**config.mk**
```make
export PLATFORM = sky130hd
export DESIGN_NAME = conv2_pool_ctrl_flat
export DESIGN_NICKNAME = d
export VERILOG_FILES = /design/src/rtl/cnn_pkg.sv /design/src/rtl/conv2_pool_ctrl_if.sv /design/src/rtl/conv2_pool_ctrl_addr_gen.sv /design/src/rtl/conv2_pool_ctrl.sv /design/src/flat_wrapper.sv
export SDC_FILE = /design/constraint.sdc
export NUM_CORES = 1
export LEC_CHECK = 0
export CORE_ASPECT_RATIO = 1.5
export CORE_MARGIN = 5
export CORE_UTILIZATION = 56
export CTS_CLUSTER_DIAMETER = 80
export DETAILED_ROUTE_END_ITERATION = 8
export MAX_ROUTING_LAYER = met4
export PLACE_DENSITY = 0.81
export SLEW_MARGIN = 10
export SYNTH_ARGS = -nofsm -noshare
export SYNTH_HDL_FRONTEND = slang
export SYNTH_HIERARCHICAL = 1
export SYNTH_SLANG_ARGS = --single-unit
```
**constraint.sdc**
```tcl
create_clock -name clk -period 4.15 [get_ports clk]
set_input_delay 0.83 -clock clk [delete_from_list [all_inputs] [get_ports clk]]
set_output_delay 0.83 -clock clk [all_outputs]
set_load 0.02 [all_outputs]
```
**src/rtl/cnn_pkg.sv**
```systemverilog
// Shared CNN datapath constants and the pooling sequencer state encoding.
package cnn_pkg;
  localparam int FM_COLS   = 26;
  localparam int FM_ROWS   = 26;
  localparam int POOL_COLS = FM_COLS / 2;
  localparam int POOL_ROWS = FM_ROWS / 2;
  localparam int DATA_W    = 8;

  typedef enum logic [2:0] {
    ST_IDLE,
    ST_RD,
    ST_LAST,
    ST_OUT,
    ST_DONE
  } pool_state_t;
endpackage

```
**src/rtl/conv2_pool_ctrl_if.sv**
```systemverilog
// Result-memory read port plus pooled-output valid/ready stream.
interface conv2_pool_ctrl_if #(
  parameter int ADDR_W  = 10,
  parameter int DATA_W  = 8,
  parameter int OADDR_W = 8
);
  logic               mem_ren;
  logic [ADDR_W-1:0]  mem_radd;
  logic [DATA_W-1:0]  mem_rdata;
  logic               out_valid;
  logic               out_ready;
  logic [DATA_W-1:0]  out_data;
  logic [OADDR_W-1:0] out_idx;

  modport master (
    output mem_ren, mem_radd, out_valid, out_data, out_idx,
    input  mem_rdata, out_ready
  );

  modport slave (
    input  mem_ren, mem_radd, out_valid, out_data, out_idx,
    output mem_rdata, out_ready
  );
endinterface

```
**src/rtl/conv2_pool_ctrl_addr_gen.sv**
```systemverilog
// Window/sub-step counters for 2x2 pooling and the matching memory read address.
module pool_addr_gen #(
  parameter int N_C     = 26,
  parameter int N_R     = 26,
  parameter int ADDR_W  = 10,
  parameter int OADDR_W = 8
) (
  input  logic               clk,
  input  logic               rst_n,
  input  logic               clear,
  input  logic               step_k,
  input  logic               adv_win,
  output logic [1:0]         k,
  output logic               last_win,
  output logic [ADDR_W-1:0]  radd,
  output logic [OADDR_W-1:0] win_idx
);
  localparam int HALF_C = N_C / 2;
  localparam int HALF_R = N_R / 2;
  localparam int MAX_H  = (HALF_C > HALF_R) ? HALF_C : HALF_R;
  localparam int CNT_W  = $clog2(MAX_H + 1);
  localparam int AW     = ADDR_W + 1;

  logic [CNT_W-1:0] r, c;
  logic [AW-1:0]    row_a, col_a, addr_full;

  // r also wraps after the final window so the next pass starts at (0,0)
  always_ff @(posedge clk or negedge rst_n) begin
    if (!rst_n) begin
      r <= '0;
      c <= '0;
      k <= '0;
    end else if (clear) begin
      r <= '0;
      c <= '0;
      k <= '0;
    end else begin
      if (step_k) k <= k + 2'd1;
      if (adv_win) begin
        if (c == CNT_W'(HALF_C - 1)) begin
          c <= '0;
          r <= (r == CNT_W'(HALF_R - 1)) ? '0 : r + 1'b1;
        end else begin
          c <= c + 1'b1;
        end
      end
    end
  end

  always_comb begin
    row_a     = AW'({r, k[1]});
    col_a     = AW'({c, k[0]});
    addr_full = row_a * AW'(N_C) + col_a;
  end

  assign radd     = ADDR_W'(addr_full);
  assign last_win = (r == CNT_W'(HALF_R - 1)) && (c == CNT_W'(HALF_C - 1));
  assign win_idx  = OADDR_W'(r) * OADDR_W'(HALF_C) + OADDR_W'(c);
endmodule

```
**src/rtl/conv2_pool_ctrl.sv**
```systemverilog
// 2x2 max-pool read sequencer for the conv-2 result memory.
// Optional fused ReLU on the output when CONV2_POOL_RELU_EN is defined.
module conv2_pool_ctrl #(
  parameter int N_C     = cnn_pkg::FM_COLS,
  parameter int N_R     = cnn_pkg::FM_ROWS,
  parameter int ADDR_W  = 10,
  parameter int DATA_W  = cnn_pkg::DATA_W,
  parameter int OADDR_W = 8
) (
  input  logic               clk,
  input  logic               rst_n,
  input  logic               start,
  output logic               busy,
  output logic               done,
  conv2_pool_ctrl_if.master  bus
);
  import cnn_pkg::*;

  function automatic logic signed [DATA_W-1:0] smax(input logic signed [DATA_W-1:0] a,
                                                    input logic signed [DATA_W-1:0] b);
    return (b > a) ? b : a;
  endfunction

  function automatic logic signed [DATA_W-1:0] relu_clamp(input logic signed [DATA_W-1:0] v);
`ifdef CONV2_POOL_RELU_EN
    return v[DATA_W-1] ? '0 : v;
`else
    return v;
`endif
  endfunction

  pool_state_t               state;
  logic [1:0]                k;
  logic                      last_win;
  logic [OADDR_W-1:0]        win_idx;
  logic signed [DATA_W-1:0]  acc;
  logic signed [DATA_W-1:0]  rdata_s;
  logic                      clear, step_k, adv_win;

  assign rdata_s = $signed(bus.mem_rdata);
  assign clear   = (state == ST_IDLE) && start;
  assign step_k  = (state == ST_RD);
  assign adv_win = (state == ST_OUT) && bus.out_ready;

  pool_addr_gen #(
    .N_C     (N_C),
    .N_R     (N_R),
    .ADDR_W  (ADDR_W),
    .OADDR_W (OADDR_W)
  ) u_addr (
    .clk      (clk),
    .rst_n    (rst_n),
    .clear    (clear),
    .step_k   (step_k),
    .adv_win  (adv_win),
    .k        (k),
    .last_win (last_win),
    .radd     (bus.mem_radd),
    .win_idx  (win_idx)
  );

  // Read data lags mem_ren by one cycle: sample k arrives while k+1 is issued
  always_ff @(posedge clk or negedge rst_n) begin
    if (!rst_n) begin
      state         <= ST_IDLE;
      busy          <= 1'b0;
      done          <= 1'b0;
      bus.mem_ren   <= 1'b0;
      bus.out_valid <= 1'b0;
      bus.out_data  <= '0;
      bus.out_idx   <= '0;
      acc           <= '0;
    end else begin
      case (state)
        ST_IDLE: begin
          done <= 1'b0;
          if (start) begin
            state       <= ST_RD;
            busy        <= 1'b1;
            bus.mem_ren <= 1'b1;
          end
        end
        ST_RD: begin
          if (k == 2'd1)      acc <= rdata_s;
          else if (k != 2'd0) acc <= smax(acc, rdata_s);
          if (k == 2'd3) begin
            state       <= ST_LAST;
            bus.mem_ren <= 1'b0;
          end
        end
        ST_LAST: begin
          bus.out_data  <= relu_clamp(smax(acc, rdata_s));
          bus.out_idx   <= win_idx;
          bus.out_valid <= 1'b1;
          state         <= ST_OUT;
        end
        ST_OUT: begin
          if (bus.out_ready) begin
            bus.out_valid <= 1'b0;
            if (last_win) begin
              state <= ST_DONE;
              done  <= 1'b1;
            end else begin
              state       <= ST_RD;
              bus.mem_ren <= 1'b1;
            end
          end
        end
        ST_DONE: begin
          done  <= 1'b0;
          busy  <= 1'b0;
          state <= ST_IDLE;
        end
        default: state <= ST_IDLE;
      endcase
    end
  end
endmodule

```
**src/flat_wrapper.sv**
```systemverilog
// flat-port wrapper written by rule: the top's interface ports become plain ports
module conv2_pool_ctrl_flat import cnn_pkg::*;
#(
  parameter int N_C     = cnn_pkg::FM_COLS,
  parameter int N_R     = cnn_pkg::FM_ROWS,
  parameter int ADDR_W  = 10,
  parameter int DATA_W  = cnn_pkg::DATA_W,
  parameter int OADDR_W = 8
)
  (clk, rst_n, start, busy, done, bus_mem_ren, bus_mem_radd, bus_out_valid, bus_out_data, bus_out_idx, bus_mem_rdata, bus_out_ready);
  conv2_pool_ctrl_if #(.ADDR_W(ADDR_W), .DATA_W(DATA_W), .OADDR_W(OADDR_W)) bus_i ();
  input  logic clk;
  input  logic rst_n;
  input  logic start;
  output logic busy;
  output logic done;
  output wire logic [$bits(bus_i.mem_ren)-1:0] bus_mem_ren;
  output wire logic [$bits(bus_i.mem_radd)-1:0] bus_mem_radd;
  output wire logic [$bits(bus_i.out_valid)-1:0] bus_out_valid;
  output wire logic [$bits(bus_i.out_data)-1:0] bus_out_data;
  output wire logic [$bits(bus_i.out_idx)-1:0] bus_out_idx;
  input wire logic [$bits(bus_i.mem_rdata)-1:0] bus_mem_rdata;
  input wire logic [$bits(bus_i.out_ready)-1:0] bus_out_ready;
  assign bus_mem_ren = bus_i.mem_ren;
  assign bus_mem_radd = bus_i.mem_radd;
  assign bus_out_valid = bus_i.out_valid;
  assign bus_out_data = bus_i.out_data;
  assign bus_out_idx = bus_i.out_idx;
  assign bus_i.mem_rdata = bus_mem_rdata;
  assign bus_i.out_ready = bus_out_ready;
  conv2_pool_ctrl #(.N_C(N_C), .N_R(N_R), .ADDR_W(ADDR_W), .DATA_W(DATA_W), .OADDR_W(OADDR_W)) u_core (.clk(clk), .rst_n(rst_n), .start(start), .busy(busy), .done(done), .bus(bus_i));
endmodule
```
==> summary.md <==
| Metric | Value |
|---|---|
| Status | finished clean |
| CP startpoint kind | flip-flop |
| Die Y | just over 100 um |
| Nets | slightly above 400 |
| Initial Utilization | between 50% and 60% |
| Area occupied by multi-input gates | roughly 1900 um^2 |
| Setup TNS | 0 ps |
| Max FO, Critical Path | 8 |
| Worst hold path class | reg2reg |
| Clock latency on the worst-skew pair | 300 ps |
| Worst r2r src | u_core/u_addr/r[0] |
| Cell with the most instances after synthesis | ha_1 |
| Worst EP arrival | between 3000 and 4000 ps |
| DR WL/cell | roughly 16 um |
| Antenna viol nets, final | 0 |
| Fmax | approximately 250 MHz |
| Core region area | roughly 5400 um^2 |
| Slew Limit Headroom | between 30 and 40% |
| Worst Tran Pin Value | 917 ps |
| Beginning of the worst hold path | u_core/done |
| Setup violations, final | 0 |
| DR iter-0 viols | 110 |
| Crit Path Category | reg2out |
| Post-Syn Area | 3090 um^2 |
| IO buf count | 41 |
| Sequential area share after synthesis | 33.2% |
| Min Tclk post-route | 3960 ps |
| Post-CTS Setup Repair Bufs | 0 |
| # IOs | 42 |
| Reg-to-reg endpoint | u_core/bus.out_idx[7] |
| Gp weighted congestion | approximately 0.88 |
| CTS tree | done |
| Period utilization | 95.4% |
| CP top delay family | adder cells |
| Crit-path slowest cell | clkdlybuf4s50_1 |
| VDD IR-drop max | roughly 0.42 mV |
| Clk sinks | just over 40 |
| Gr ovfl total | 0 |
| Buf+Inv Stages, Crit Path | 2 |
| Hold Path End | u_core/done |
| Post-route cell area | between 3000 and 4000 um^2 |
| Gate count after technology mapping | between 300 and 400 |
| Largest net degree at the start of global routing | 42 |
| Die area | 7140 um^2 |
| # diodes | 0 |
| Asr flop ratio synth | 100% |
| Remaining DRCs | 0 |
| Pins Over Slew Limit | 0 |
| Ys flop type | dfrtp_1 |
| Maximum clock insertion buffer count | 2 |
| Clock transition at path regs | 80 ps |
| Fill count | 430 |
| RSZ-0062 raised after global routing | false |
| Lkg Pwr | about 0.0019 uW |
| Synth warn | 6 |
| Post-detailed-placement half-perimeter wirelength | between 5000 and 6000 um |
| Layout area overhead | 18.9% |
| Initial antenna violation count | 0 |
| Post-DP Area | around 3600 um^2 |
| Fin worst setup slack | 192 ps |
| GRT Util Overall | 20.9% |
| Mean Syn Cell Area | a little under 10 um^2 |
| EDFF count, synth | 0 |
| Worst Setup End Kind | output port |
| Total power | between 2000 and 2500 uW |
| Skew final | approximately 4.4 ps |
| Clk root buf | clkbuf_8 |
| Reg2Reg Depth | 11 |
| Share of the synthesized area in the top cell type | roughly 33% |
| Vias in the first global route | roughly 2.6k |
| Vias | between 2k and 3k |
| Storage element area | 1030 um^2 |
| Total CTS buffers | 5 |
| Synth area leaders | dfrtp_1, ha_1, xnor2_1, fa_1, mux2_2 |
| Share of cells above drive strength 1 | under 10% |
| Worst Setup SP | u_core/u_addr/r[0] |
| Critical path's largest stage delay | 610 ps |
| Drt first pass iters | 5 |
| Power per cell area | between 500 and 600 nW/um^2 |
| Yosys top cell by area | dfrtp_1 |
| Depth of the CTS H-tree | 2 |
| Worst EP required | 3320 ps |
| Hold Fails Final Rpt | 0 |
| First-pass GRT wire length | roughly 12000 um |
| DR vias/cell | between 5 and 6 |
| Distinct cells, synth | between 40 and 50 |
| Worst path most repeated cell | ha_1 |
| Cell Chain, Critical Path | buf_4 > ha_1 > ha_1 > ha_1 > ha_1 > nor2b_1 > o21ai_0 > xnor2_1 > clkdlybuf4s50_1 |
| Max Cap Viol | 0 |
| Post-synth top cells | ha_1, dfrtp_1, nor2_1 |
| #FFs+latches synth | about 40 |
| WHS Path Cells | 2 |
| Final core utilization | between 60% and 70% |
| R2R Setup Slk | about 1100 ps |
| Synthesized Nets | ~370 |
| Final wirelength | between 6000 and 7000 um |
| Die span in x | a little over 70 um |
| Row cnt | 33 |
| Setup WS pre-CTS | between 90 and 100 ps |
worst max path at each step:
stage	endpoint	cells after the start	slack, ps
global placement	bus_mem_radd[9]	10	170
CTS	bus_mem_radd[7]	9	5
detailed placement	bus_mem_radd[9]	10	100
floorplan	bus_mem_radd[9]	9	420
global route	bus_mem_radd[9]	10	20
finish	bus_mem_radd[6]	9	190
sequential cells by signal, indices dropped and copies added (netlist names):
register              cells
u_core/acc                8
u_core/bus.mem_ren        1
u_core/bus.out_data       8
u_core/bus.out_idx        8
u_core/bus.out_valid      1
u_core/busy               1
u_core/done               1
u_core/state              3
u_core/u_addr/c           4
u_core/u_addr/k           2
u_core/u_addr/r           4
worst min-delay path, cell delays in order (launching register included):
cell and delay, ps:
dfrtp_1 350, nor2_1 50, nor2_1 80
cell type report:
cell class	count	area share, %
Sequential cell	41	27.9
Multi-Input combinational cell	240	52.5
Tap cell	70	2.38
Inverter	20	2.04
Clock inverter	2	1.02
Clock buffer	6	2.24
Timing Repair Buffer	46	11.9
layer usage:
| metal | vias to the layer above | share of wire (%) | track usage, % |
|---|---|---|---|
| met5 | - | 0 | - |
| met4 | 0 | 3.2 | 9.70 |
| met1 | 1220 | 39 | 22.3 |
| li1 | 1211 | - | - |
| met2 | 57 | 54 | 37.5 |
| met3 | 20 | 3.6 | 2.99 |
timing repair:
action / in CTS / in global routing
setup endpoints to repair: 2 / 3
hold endpoints to repair: 0 / 0
hold buffers: 0 / 0
resized for setup: 2 / 5
where the power goes:
part	internal, uW	switching [uW]	leakage, uW
clock network	196	143	0.0000574
registers	533	130	0.000521
logic	520	632	0.00128
total	1250	906	0.00186
kinds of logic (layout without fill, tap and decap cells):
family / Yosys count / after routing / synth area share (%)
simple gates: 97 / 97 / 17.4
compound gates: 65 / 65 / 14.7
fa+ha+maj: 48 / 48 / 20.9
flops: 41 / 41 / 33.2
buf+inv: 33 / 74 / 4.69
xor+xnor: 21 / 21 / 5.95
mux: 9 / 9 / 3.24
metrics by stage:
stage | hold slack [ps] | cells
final | 512 | 425
after global routing | 535 | 425
after CTS | 518 | 425
after detailed placement | 499 | 417
after global placement | 478 | 417
after floorplan | 499 | 314
cell usage in the layout (no fill, tap or decap), drive strengths merged, types with 2 or more instances in the layout:
| master | netlist | routed |
|---|---|---|
| clkdlybuf4s50 | 0 | 37 |
| fa | 6 | 6 |
| a21o | 7 | 7 |
| a21oi | 16 | 16 |
| nor3 | 7 | 7 |
| xor2 | 7 | 7 |
| inv | 20 | 20 |
| a221o | 8 | 8 |
| mux2 | 8 | 8 |
| and2b | 6 | 6 |
| o21ai | 5 | 5 |
| nand4 | 11 | 11 |
| and2 | 4 | 4 |
| and3b | 2 | 2 |
| buf | 8 | 6 |
| xnor2 | 14 | 14 |
| o21bai | 4 | 4 |
| dfrtp | 41 | 41 |
| a31oi | 8 | 8 |
| nand2b | 5 | 5 |
| ha | 42 | 42 |
| nor2 | 21 | 21 |
| nand2 | 14 | 14 |
| nor2b | 10 | 10 |
| clkbuf | 5 | 7 |
| o211ai | 9 | 9 |
| nand3 | 11 | 11 |
| and4 | 3 | 3 |
No activity file was read; power rests on OpenSTA's default activity.
